## src/rtl/bp_me_bedrock_register_master.sv

```systemverilog
// rtl/bp_me_bedrock_register_master.sv - single-outstanding register port to BedRock stream command/response bridge
module bp_me_bedrock_register_master
  #(parameter int paddr_width_p      = 40
   ,parameter int payload_width_p    = 16
   ,parameter int reg_width_p        = 64
   ,parameter int reg_addr_width_p   = paddr_width_p
   ,localparam int lg_reg_width_lp   = $clog2($clog2(reg_width_p/8) + 1)
   ,localparam int mem_header_width_lp = payload_width_p + 3 + paddr_width_p + 4 + 4
   )
   (input  logic                           clk_i
   ,input  logic                           reset_n_i

   ,input  logic                           v_i
   ,output logic                           ready_and_o
   ,input  logic                           w_i
   ,input  logic [reg_addr_width_p-1:0]    addr_i
   ,input  logic [lg_reg_width_lp-1:0]     size_i
   ,input  logic [reg_width_p-1:0]         data_i

   ,output logic                           v_o
   ,input  logic                           ready_and_i
   ,output logic [reg_width_p-1:0]         data_o

   ,output logic [mem_header_width_lp-1:0] mem_cmd_header_o
   ,output logic                           mem_cmd_header_v_o
   ,input  logic                           mem_cmd_header_ready_and_i
   ,output logic                           mem_cmd_has_data_o
   ,output logic [63:0]                    mem_cmd_data_o
   ,output logic                           mem_cmd_data_v_o
   ,input  logic                           mem_cmd_data_ready_and_i
   ,output logic                           mem_cmd_last_o

   ,input  logic [mem_header_width_lp-1:0] mem_resp_header_i
   ,input  logic                           mem_resp_header_v_i
   ,output logic                           mem_resp_header_ready_and_o
   ,input  logic                           mem_resp_has_data_i
   ,input  logic [63:0]                    mem_resp_data_i
   ,input  logic                           mem_resp_data_v_i
   ,output logic                           mem_resp_data_ready_and_o
   ,input  logic                           mem_resp_last_i
   );

   // The data path assumes exactly one dword beat per message.
   if (reg_width_p != 64) begin : g_width_err
      $error("reg_width_p must equal the 64-bit dword width");
   end
   if (reg_addr_width_p > paddr_width_p) begin : g_addr_err
      $error("reg_addr_width_p must not exceed paddr_width_p");
   end

   localparam logic [3:0] e_bedrock_mem_uc_rd = 4'd2;
   localparam logic [3:0] e_bedrock_mem_uc_wr = 4'd3;

   localparam logic [2:0] e_ready            = 3'd0;
   localparam logic [2:0] e_send_header      = 3'd1;
   localparam logic [2:0] e_send_data        = 3'd2;
   localparam logic [2:0] e_wait_resp_header = 3'd3;
   localparam logic [2:0] e_wait_resp_data   = 3'd4;
   localparam logic [2:0] e_return           = 3'd5;

   logic [2:0]                   state_q, state_d;
   logic                         w_q, w_d;
   logic [reg_addr_width_p-1:0]  addr_q, addr_d;
   logic [lg_reg_width_lp-1:0]   size_q, size_d;
   logic [reg_width_p-1:0]       data_q, data_d;
   logic [reg_width_p-1:0]       rdata_q, rdata_d;

   logic [63:0]                  cmd_data;
   logic [63:0]                  size_mask;
   logic [paddr_width_p-1:0]     hdr_addr;
   logic [3:0]                   hdr_msg_type;

   // The response header contents carry nothing this bridge needs.
   logic unused_resp_header;
   assign unused_resp_header = ^mem_resp_header_i;

   // Narrow writes replicate the active bytes across the beat; reads keep only the active bytes.
   always_comb begin
      cmd_data  = data_q;
      size_mask = '1;
      case (size_q)
         lg_reg_width_lp'(0): begin
            cmd_data  = {8{data_q[7:0]}};
            size_mask = 64'h0000_0000_0000_00FF;
         end
         lg_reg_width_lp'(1): begin
            cmd_data  = {4{data_q[15:0]}};
            size_mask = 64'h0000_0000_0000_FFFF;
         end
         lg_reg_width_lp'(2): begin
            cmd_data  = {2{data_q[31:0]}};
            size_mask = 64'h0000_0000_FFFF_FFFF;
         end
         default: begin
            cmd_data  = data_q;
            size_mask = '1;
         end
      endcase
   end

   assign hdr_addr     = paddr_width_p'(addr_q);
   assign hdr_msg_type = w_q ? e_bedrock_mem_uc_wr : e_bedrock_mem_uc_rd;

   // Header is {payload, size, addr, subop, msg_type}, msg_type in the low bits.
   assign mem_cmd_header_o = {{payload_width_p{1'b0}}, 3'(size_q), hdr_addr, 4'b0000, hdr_msg_type};

   // All handshake outputs decode from registered state only.
   assign ready_and_o                 = (state_q == e_ready);
   assign mem_cmd_header_v_o          = (state_q == e_send_header);
   assign mem_cmd_data_v_o            = (state_q == e_send_data);
   assign mem_cmd_last_o              = mem_cmd_data_v_o;
   assign mem_cmd_has_data_o          = w_q;
   assign mem_cmd_data_o              = cmd_data;
   assign mem_resp_header_ready_and_o = (state_q == e_wait_resp_header);
   assign mem_resp_data_ready_and_o   = (state_q == e_wait_resp_data);
   assign v_o                         = (state_q == e_return);
   assign data_o                      = rdata_q;

   // Transaction sequencing and request/response capture.
   always_comb begin
      state_d = state_q;
      w_d     = w_q;
      addr_d  = addr_q;
      size_d  = size_q;
      data_d  = data_q;
      rdata_d = rdata_q;
      case (state_q)
         e_ready: begin
            if (v_i) begin
               w_d     = w_i;
               addr_d  = addr_i;
               size_d  = size_i;
               data_d  = data_i;
               state_d = e_send_header;
            end
         end
         e_send_header: begin
            if (mem_cmd_header_ready_and_i) begin
               state_d = w_q ? e_send_data : e_wait_resp_header;
            end
         end
         e_send_data: begin
            if (mem_cmd_data_ready_and_i) begin
               state_d = e_wait_resp_header;
            end
         end
         e_wait_resp_header: begin
            if (mem_resp_header_v_i) begin
               if (mem_resp_has_data_i) begin
                  state_d = e_wait_resp_data;
               end else begin
                  rdata_d = '0;
                  state_d = e_return;
               end
            end
         end
         e_wait_resp_data: begin
            if (mem_resp_data_v_i) begin
               // Write responses with data are drained; only reads return bytes.
               rdata_d = w_q ? '0 : (mem_resp_data_i & size_mask);
               if (mem_resp_last_i) begin
                  state_d = e_return;
               end
            end
         end
         e_return: begin
            if (ready_and_i) begin
               state_d = e_ready;
            end
         end
         default: state_d = e_ready;
      endcase
   end

   // State and latched request registers; reset abandons any transaction.
   always_ff @(posedge clk_i or negedge reset_n_i) begin
      if (!reset_n_i) begin
         state_q <= e_ready;
         w_q     <= 1'b0;
         addr_q  <= '0;
         size_q  <= '0;
         data_q  <= '0;
         rdata_q <= '0;
      end else begin
         state_q <= state_d;
         w_q     <= w_d;
         addr_q  <= addr_d;
         size_q  <= size_d;
         data_q  <= data_d;
         rdata_q <= rdata_d;
      end
   end

endmodule

```

## config.mk

```make
export PLATFORM = sky130hd
export DESIGN_NAME = bp_me_bedrock_register_master
export DESIGN_NICKNAME = d
export VERILOG_FILES = /design/src/rtl/bp_me_bedrock_register_master.sv
export SDC_FILE = /design/constraint.sdc
export NUM_CORES = 1
export LEC_CHECK = 0
export CORE_AREA = 4 4 171 173
export CTS_CLUSTER_DIAMETER = 100
export CTS_CLUSTER_SIZE = 10
export DETAILED_ROUTE_END_ITERATION = 16
export DIE_AREA = 0 0 175 177
export GPL_TIMING_DRIVEN = 0
export MAX_ROUTING_LAYER = met4
export PLACE_DENSITY = 0.7
export SYNTH_ARGS = -nofsm -noshare
export SYNTH_HDL_FRONTEND = slang
export SYNTH_SLANG_ARGS = --single-unit
```

## constraint.sdc

```tcl
create_clock -name clk_i -period 2.6 [get_ports clk_i]
set_input_delay 0.26 -clock clk_i [delete_from_list [all_inputs] [get_ports clk_i]]
set_output_delay 0.26 -clock clk_i [all_outputs]
set_load 0.01 [all_outputs]
```

==> results.md, run 1 <==
- Pre-antenna DRT Iters: 4
- Die X: 175 µm
- DRT Wirelength: 27020 µm
- RSZ-0062 raised after global routing: true
- Worst Tran Pin Value: 0.6746 ns
- Crit Path Class: reg2out
- Int Pwr: 9.225 mW
- Fill cells: 2588
- Largest net degree at the start of global routing: 96
- CP endpoint kind: output port
- Register area share after synthesis: 54.29%
- H-Tree Depth: 4
- Final number of setup-violating endpoints: 0
- TritonCTS buffer count: 17
- GRT Overall Usage: 17.49%
- Fin worst setup slack: 0.05641 ns
- Vias in the first global route: 7185
- Skew final: 0.01431 ns
- Non-Filler Instances: 1510
- Layout area overhead: 61.34%
- Lkg Pwr: 5.826 nW
- Core Rows: 61
- Sequential power share: 30.4%
- Crit path cell chain: clkbuf_4, buf_6, buf_8, mux2i_1, a21oi_1, clkdlybuf4s50_1
- Switch Pwr: 5.078 mW
- Via count of the routed design: 6743
- Syn avg cell area: 11.20 µm²
- Clock transition at path regs: 0.07 ns
- DRT iter0 DRCs: 345
- Slowest cell delay on critical path: 0.57 ns
- Post-route cell area: 12940 µm²
- Area contributors post-synth: dfrtp_1 (54%), mux2_2 (13%), nand2_1 (6.4%)
- Final max-slew violation count: 0
- Layout Utilization: 46.83%
- Clk pwr share: 18.5%
- FF+latch count, synth: 174
- IO Count: 451
- CTS Buffer Depth: 2
- CP arrival: 2.28 ns
- Antenna viol nets, final: 0
- Pwr/cell area: 1105 nW/µm²
- Critical path startpoint category: register
- CTS sink count: 174
- Post-synth cell types: 29
- First-pass GRT wire length: 41090 µm
- # port buffers: 359
- Synth top area share: 54.29%
- Power, Total: 14.30 mW
- Sw frac: 35.50%
- Core footprint: 27630 µm²
- Slew headroom: 55.03%
- Synthesized area: 8020 µm²
- Crit. path cell count: 6
- GPL Wtd Cong: 0.7941
- Max FO, Critical Path: 10
- Hold Crit Depth: 3
- Post-DP HPWL: 20640 µm
- R2r worst-path depth: 6
- Worst endpoint required time: 2.34 ns
- Period utilization: 97.83%
- Final hold violation count: 0
- Die area: 30980 µm²
- Worst slack, placed: 0.1384 ns
- VDD IR max: 0.5399 mV
- Antenna violations before repair: 1
- Largest delay share family, worst path: buffers and inverters
- Synth Instances: 716
- Status: complete, no violations
- Clock root buffer: clkbuf_16
- Ys Warns: 0
- Yosys top cell by area: dfrtp_1
- Peak Freq: 393.1 MHz
- Final Critical Period: 2.544 ns
- Clock latency on the worst-skew pair: 0.42 ns
- Placed insts: 1476
- DRC viols: 0
- Layout cells sized above 1: 19.19%
- Initial core utilization: 29.03%
- Grt total ovfl: 0
- Power share of the combinational group: 51.1%
- Post-layout nets: 1366
- Critical Path Slowest Stage Cell: clkdlybuf4s50_1
- Max_cap viols: 0
- Routed len/inst: 17.90 µm
- Die H: 177 µm
- Vias/cell: 4.466
- Crit path buffers/inverters: 4
- Worst min-delay path class: in2reg
- Area post-placement: 12200 µm²
- CTS tree: yes
## synth_stat cells
library cell / instances
a2111oi_0: 1
mux2_1: 34
a211oi_1: 9
buf_6: 2
mux2i_1: 25
inv_1: 10
o32ai_1: 1
nand4b_2: 1
nand2b_1: 4
buf_4: 47
and2_1: 4
conb_1: 2
nand2_1: 137
nor2_1: 15
nand3_1: 64
clkbuf_1: 9
nor4b_2: 1
nor3_2: 1
o21ai_0: 9
buf_2: 21
nor2b_1: 11
dfrtp_1: 174
buf_8: 4
o22a_1: 1
a31oi_1: 1
a21oi_1: 34
mux2_2: 90
o22ai_4: 1
nor3_1: 3
## logic make-up after synthesis
| group | count (synthesis) | synth area share [%] |
|---|---|---|
| simple gates | 241 | 13.28 |
| mux | 149 | 20.53 |
| compound gates | 57 | 4.181 |
| other cells | 2 | 0.09364 |
| flops | 174 | 54.29 |
| buf+inv | 93 | 7.629 |
## power by group through the flow
stage | logic, mW | clock network (mW) | registers, mW
4_1_cts | 7.37 | 2.73 | 4.35
3_3_place_gp | 7.17 | 0 | 4.34
3_5_place_dp | 7.21 | 0 | 4.37
2_1_floorplan | 3.37 | 0 | 4.33
5_1_grt | 7.80 | 2.84 | 4.49
6_report | 7.31 | 2.65 | 4.34
## routing by layer
layer  wire [µm]  part of all wire (%)  vias to the layer above  track usage, %
li1            -                     -                     3186               -
met1       11350                    42                     3288           21.73
met2       13560                    50                      248           29.33
met3        1628                   6.0                       21           3.717
met4         486                   1.8                        0           4.452
met5           0                     0                        -               -
## final timing paths
| kind | start | to | slack, ns |
|---|---|---|---|
| worst max register to register | mem_cmd_has_data_o | data_o[9] | 0.54 |
| worst max-delay path | size_q[0] | mem_cmd_data_o[46] | 0.06 |
| max in group asynchronous | reset_n_i | data_o[6] | 1.27 |
| worst min-delay path | mem_resp_data_i[53] | data_o[53] | 0.38 |
| min in group asynchronous | reset_n_i | data_q[52] | 0.41 |
| worst min register to register | data_o[14] | data_o[14] | 0.47 |
## sequential cells by signal, indices dropped and copies added, names as in the netlist
register,cells
state_q,3
mem_cmd_has_data_o,1
data_o,64
size_q,2
addr_q,40
data_q,64
## cells in the final DEF (no fill, tap or decap), types with 2 or more instances in the layout
cell type / count
inv_1: 10
mux2_2: 90
clkbuf_4: 3
nand3_1: 64
clkbuf_1: 4
bufinv_16: 2
mux2i_1: 25
buf_8: 7
nand2_1: 136
clkbuf_2: 3
buf_6: 4
mux2_1: 34
nor2_1: 14
nor2b_1: 11
inv_8: 2
dlymetal6s2s_1: 6
o21ai_0: 9
clkdlybuf4s50_1: 349
clkbuf_16: 17
nand2b_1: 4
a211oi_2: 6
buf_4: 48
nor3_1: 3
and2_1: 4
conb_1: 24
buf_2: 17
inv_6: 3
a211oi_4: 2
dlygate4sd2_1: 3
dfrtp_1: 174
clkinv_4: 4
a21oi_1: 34
## worst min-delay path: cells and delay by family
kind	cells	cell delay [ns]
buffers and inverters	1	0.40
and+or+nand+nor	2	0.11
## per-stage QoR
step                       TNS [ns]  hold slack [ns]
after floorplan                   0         -0.03559
after global placement     -1105.33           0.4497
after detailed placement          0           0.2871
after CTS                   -0.1710           0.3621
after global routing      -0.003346           0.3733
final                             0           0.3813
## area by class of cell
cell class,instances,area [µm²],area share [%]
sequential,174,4354,33.65
clock inverter,12,151.4,1.170
tap,378,473.0,3.655
inverter,10,37.54,0.2901
antenna,1,2.502,0.01934
multi-input combinational,471,3202,24.74
timing repair buffer,361,3647,28.19
clock buffer,20,446.7,3.452
buffer,83,625.6,4.835
## timing repair
item                                   CTS  global route
resized for setup                       28            22
endpoints found under the hold margin   79             0
setup buffers                            0             0
setup endpoints to repair               56            39
hold buffers                             1             0
Power figures use the tool's default switching activity.
==> run 2: changes to the inputs <==
- DONT_BUFFER_PORTS: not set -> 1
- PLACE_DENSITY: 0.7 -> 0.49
==> run 2 against run 1 <==
Net effect: the flow now finishes with violations (negative hold slack); critical path depth shrank 1; hold slack lost 0.85 ns; clock skew is essentially flat; via count shrank 11%; clock power shrank 5%; largest cell class unchanged; setup slack gained 0.053 ns; largest power group is now sequential cells; power shrank 19%.
==> results.md, run 2 (synthesis results as in run 1) <==
- Status: finished, violations left (was complete, no violations)
- Failing checks: negative hold slack
- Max_cap viols: 0 (unchanged)
- VDD IR max: 0.5119 mV (was 0.5399 mV)
- TritonCTS buffer count: 17 (unchanged)
- CTS sink count: 174 (unchanged)
- Area post-placement: 8576 µm² (was 12200 µm²)
- Antenna violations before repair: 1 (unchanged)
- Sw frac: 40.09% (was 35.50%)
- Layout area overhead: 35.52% (was 61.34%)
- Vias/cell: 4.542 (was 4.466)
- Worst min-delay path class: in2async (was in2reg)
- Post-CTS Setup Bufs: 0 (unchanged)
- DRC viols: 0 (unchanged)
- Via count of the routed design: 5987 (was 6743)
- Hold slack final: -0.4672 ns (was 0.3813 ns)
- Worst Tran Pin Value: 0.6061 ns (was 0.6746 ns)
- Total Neg Setup Slack: 0 ns (unchanged)
- Lkg Pwr: 5.039 nW (was 5.826 nW)
- Power share of the combinational group: 38.4% (was 51.1%)
- H-Tree Depth: 4 (unchanged)
- IO Count: 451 (unchanged)
- Final hold violation count: 174 (was 0)
- Core footprint: 27630 µm² (unchanged)
- Crit path cell chain: buf_2, buf_2, clkbuf_4, a211oi_1, a21oi_1 (was clkbuf_4, buf_6, buf_8, mux2i_1, a21oi_1, clkdlybuf4s50_1)
- GPL Wtd Cong: 0.8063 (was 0.7941)
- Clock latency on the worst-skew pair: 0.42 ns (about the same)
- Slew headroom: 59.35% (was 55.03%)
- Core Rows: 61 (unchanged)
- Skew final: 0.01459 ns (was 0.01431 ns)
- Layout cells sized above 1: 21.83% (was 19.19%)
- Die area: 30980 µm² (unchanged)
- CP endpoint kind: output port (unchanged)
- Post-DP HPWL: 18110 µm (was 20640 µm)
- Clock root buffer: clkbuf_16 (unchanged)
- Pre-antenna DRT Iters: 4 (unchanged)
- CTS tree: yes (unchanged)
- Post-layout nets: 1175 (was 1366)
- Clk pwr share: 21.8% (was 18.5%)
- Routed len/inst: 19.45 µm (was 17.90 µm)
- Max FO, Critical Path: 10 (unchanged)
- Int Pwr: 6.971 mW (was 9.225 mW)
- Critical Path Slowest Stage Cell: dfrtp_1 (was clkdlybuf4s50_1)
- Clock transition at path regs: 0.07 ns (about the same)
- CP arrival: 2.23 ns (was 2.28 ns)
- Die H: 177 µm (unchanged)
- Worst endpoint required time: 2.34 ns (about the same)
- Internal reg-to-reg setup slack: 0.53 ns (was 0.54 ns)
- Peak Freq: 401.5 MHz (was 393.1 MHz)
- # port buffers: 0 (was 359)
- Critical path startpoint category: register (unchanged)
- Largest delay share family, worst path: buffers and inverters (unchanged)
- Sequential power share: 39.8% (was 30.4%)
- Grt total ovfl: 0 (unchanged)
- Crit path buffers/inverters: 3 (was 4)
- Largest net degree at the start of global routing: 175 (was 96)
- Final number of setup-violating endpoints: 0 (unchanged)
- Slowest cell delay on critical path: 0.50 ns (was 0.57 ns)
- Period utilization: 95.80% (was 97.83%)
- DRT iter0 DRCs: 299 (was 345)
- DRT Wirelength: 25640 µm (was 27020 µm)
- RSZ-0062 raised after global routing: false (was true)
- Pwr/cell area: 1070 nW/µm² (was 1105 nW/µm²)
- Vias in the first global route: 6365 (was 7185)
- CTS Buffer Depth: 2 (unchanged)
- Crit Path Class: reg2out (unchanged)
- First-pass GRT wire length: 37830 µm (was 41090 µm)
- Antenna viol nets, final: 0 (unchanged)
- Switch Pwr: 4.664 mW (was 5.078 mW)
- Crit path top cell by count: buf_2
- Final Critical Period: 2.491 ns (was 2.544 ns)
- Most frequent cells in the layout: dfrtp_1 (174), dlygate4sd3_1 (170), nand2_1 (137), mux2_2 (90), nand3_1 (64) (was clkdlybuf4s50_1 (349), dfrtp_1 (174), nand2_1 (136), mux2_2 (90), nand3_1 (64))
- Final max-slew violation count: 0 (unchanged)
- GRT Overall Usage: 16.38% (was 17.49%)
- Die X: 175 µm (unchanged)
- # hold bufs at CTS: 170 (was 1)
- Post-route cell area: 10870 µm² (was 12940 µm²)
- Initial core utilization: 29.03% (unchanged)
- Most common cell after layout, fill and taps aside: dfrtp_1 (was clkdlybuf4s50_1)
[run 2: cell types whose count changed in the layout (fill, tap and decap cells not counted), moves of 3 or more]
cell and delta:
dlygate4sd3_1 +169, buf_8 -3, dlymetal6s2s_1 -6, dlygate4sd2_1 -3, a211oi_1 +6, clkbuf_1 +3, clkdlybuf4s50_1 -349, a211oi_2 -4
[run 2: layer usage]
metal  global-route usage (%)  vias up  share of wire [%]
met5                        -        -                  0
met4                    4.681        0                1.7
met3                    3.632       28                5.7
met2                    27.61      243                 51
met1                    19.93     2918                 41
li1                         -     2798                  -
[run 2: per-stage QoR]
step | total power, mW | cells | hold WS, ns | util [%] | worst slack [ns]
2_1_floorplan | 7.695 | 738 | -0.03559 | - | 0.8596
3_3_place_gp | 8.883 | 1116 | -0.03194 | 31.04 | 0.3747
3_5_place_dp | 8.920 | 1116 | -0.02961 | 31.04 | 0.4029
4_1_cts | 11.72 | 1317 | -0.4925 | 39.24 | 0.004879
5_1_grt | 12.35 | 1318 | -0.5042 | 39.34 | 0.02602
6_report | 11.63 | 1318 | -0.4672 | 39.34 | 0.1092
[run 2: layout make-up]
cell class,instances,area (µm²)
Inverter,10,37.54
Tap cell,378,473.0
Antenna cell,1,2.502
Sequential cell,174,4354
Clock inverter,12,127.6
Timing Repair Buffer,170,1702
Buffer,83,586.8
Fill cell,2694,16760
Multi-Input combinational cell,471,3153
Clock buffer,19,432.9
[run 2: what timing repair did]
action / 4_1_cts / 5_1_grt
endpoints found under the setup margin: 1 / 33
resized for setup: 1 / 14
pin swaps: 0 / 0
hold endpoints to repair: 344 / 174
[run 2: power groups by stage]
stage	combinational, mW	clock [mW]	sequential [mW]
after floorplan	3.37	0	4.33
after global placement	4.21	0	4.67
after detailed placement	4.25	0	4.67
after CTS	4.48	2.61	4.63
after global routing	4.85	2.74	4.75
final	4.47	2.53	4.63
[run 2: worst paths after layout]
path | depth (start not counted) | to | startpoint
min in group clk_i | 2 | state_q[1] | mem_cmd_header_ready_and_i
worst min-delay path | 0 | addr_q[0] | reset_n_i
worst max register to register | 7 | data_q[15] | state_q[2]
worst min register to register | 1 | data_q[47] | data_q[47]
max in group asynchronous | 0 | state_q[0] | reset_n_i
worst max-delay path | 5 | mem_cmd_data_o[27] | size_q[0]
[run 2: worst register-to-register path, stage by stage (launching register included)]
cell,delay [ns]
dfrtp_1,0.38
buf_6,0.14
nor3_2,0.35
and2_1,0.19
buf_4,0.19
buf_8,0.19
buf_6,0.18
mux2_1,0.34
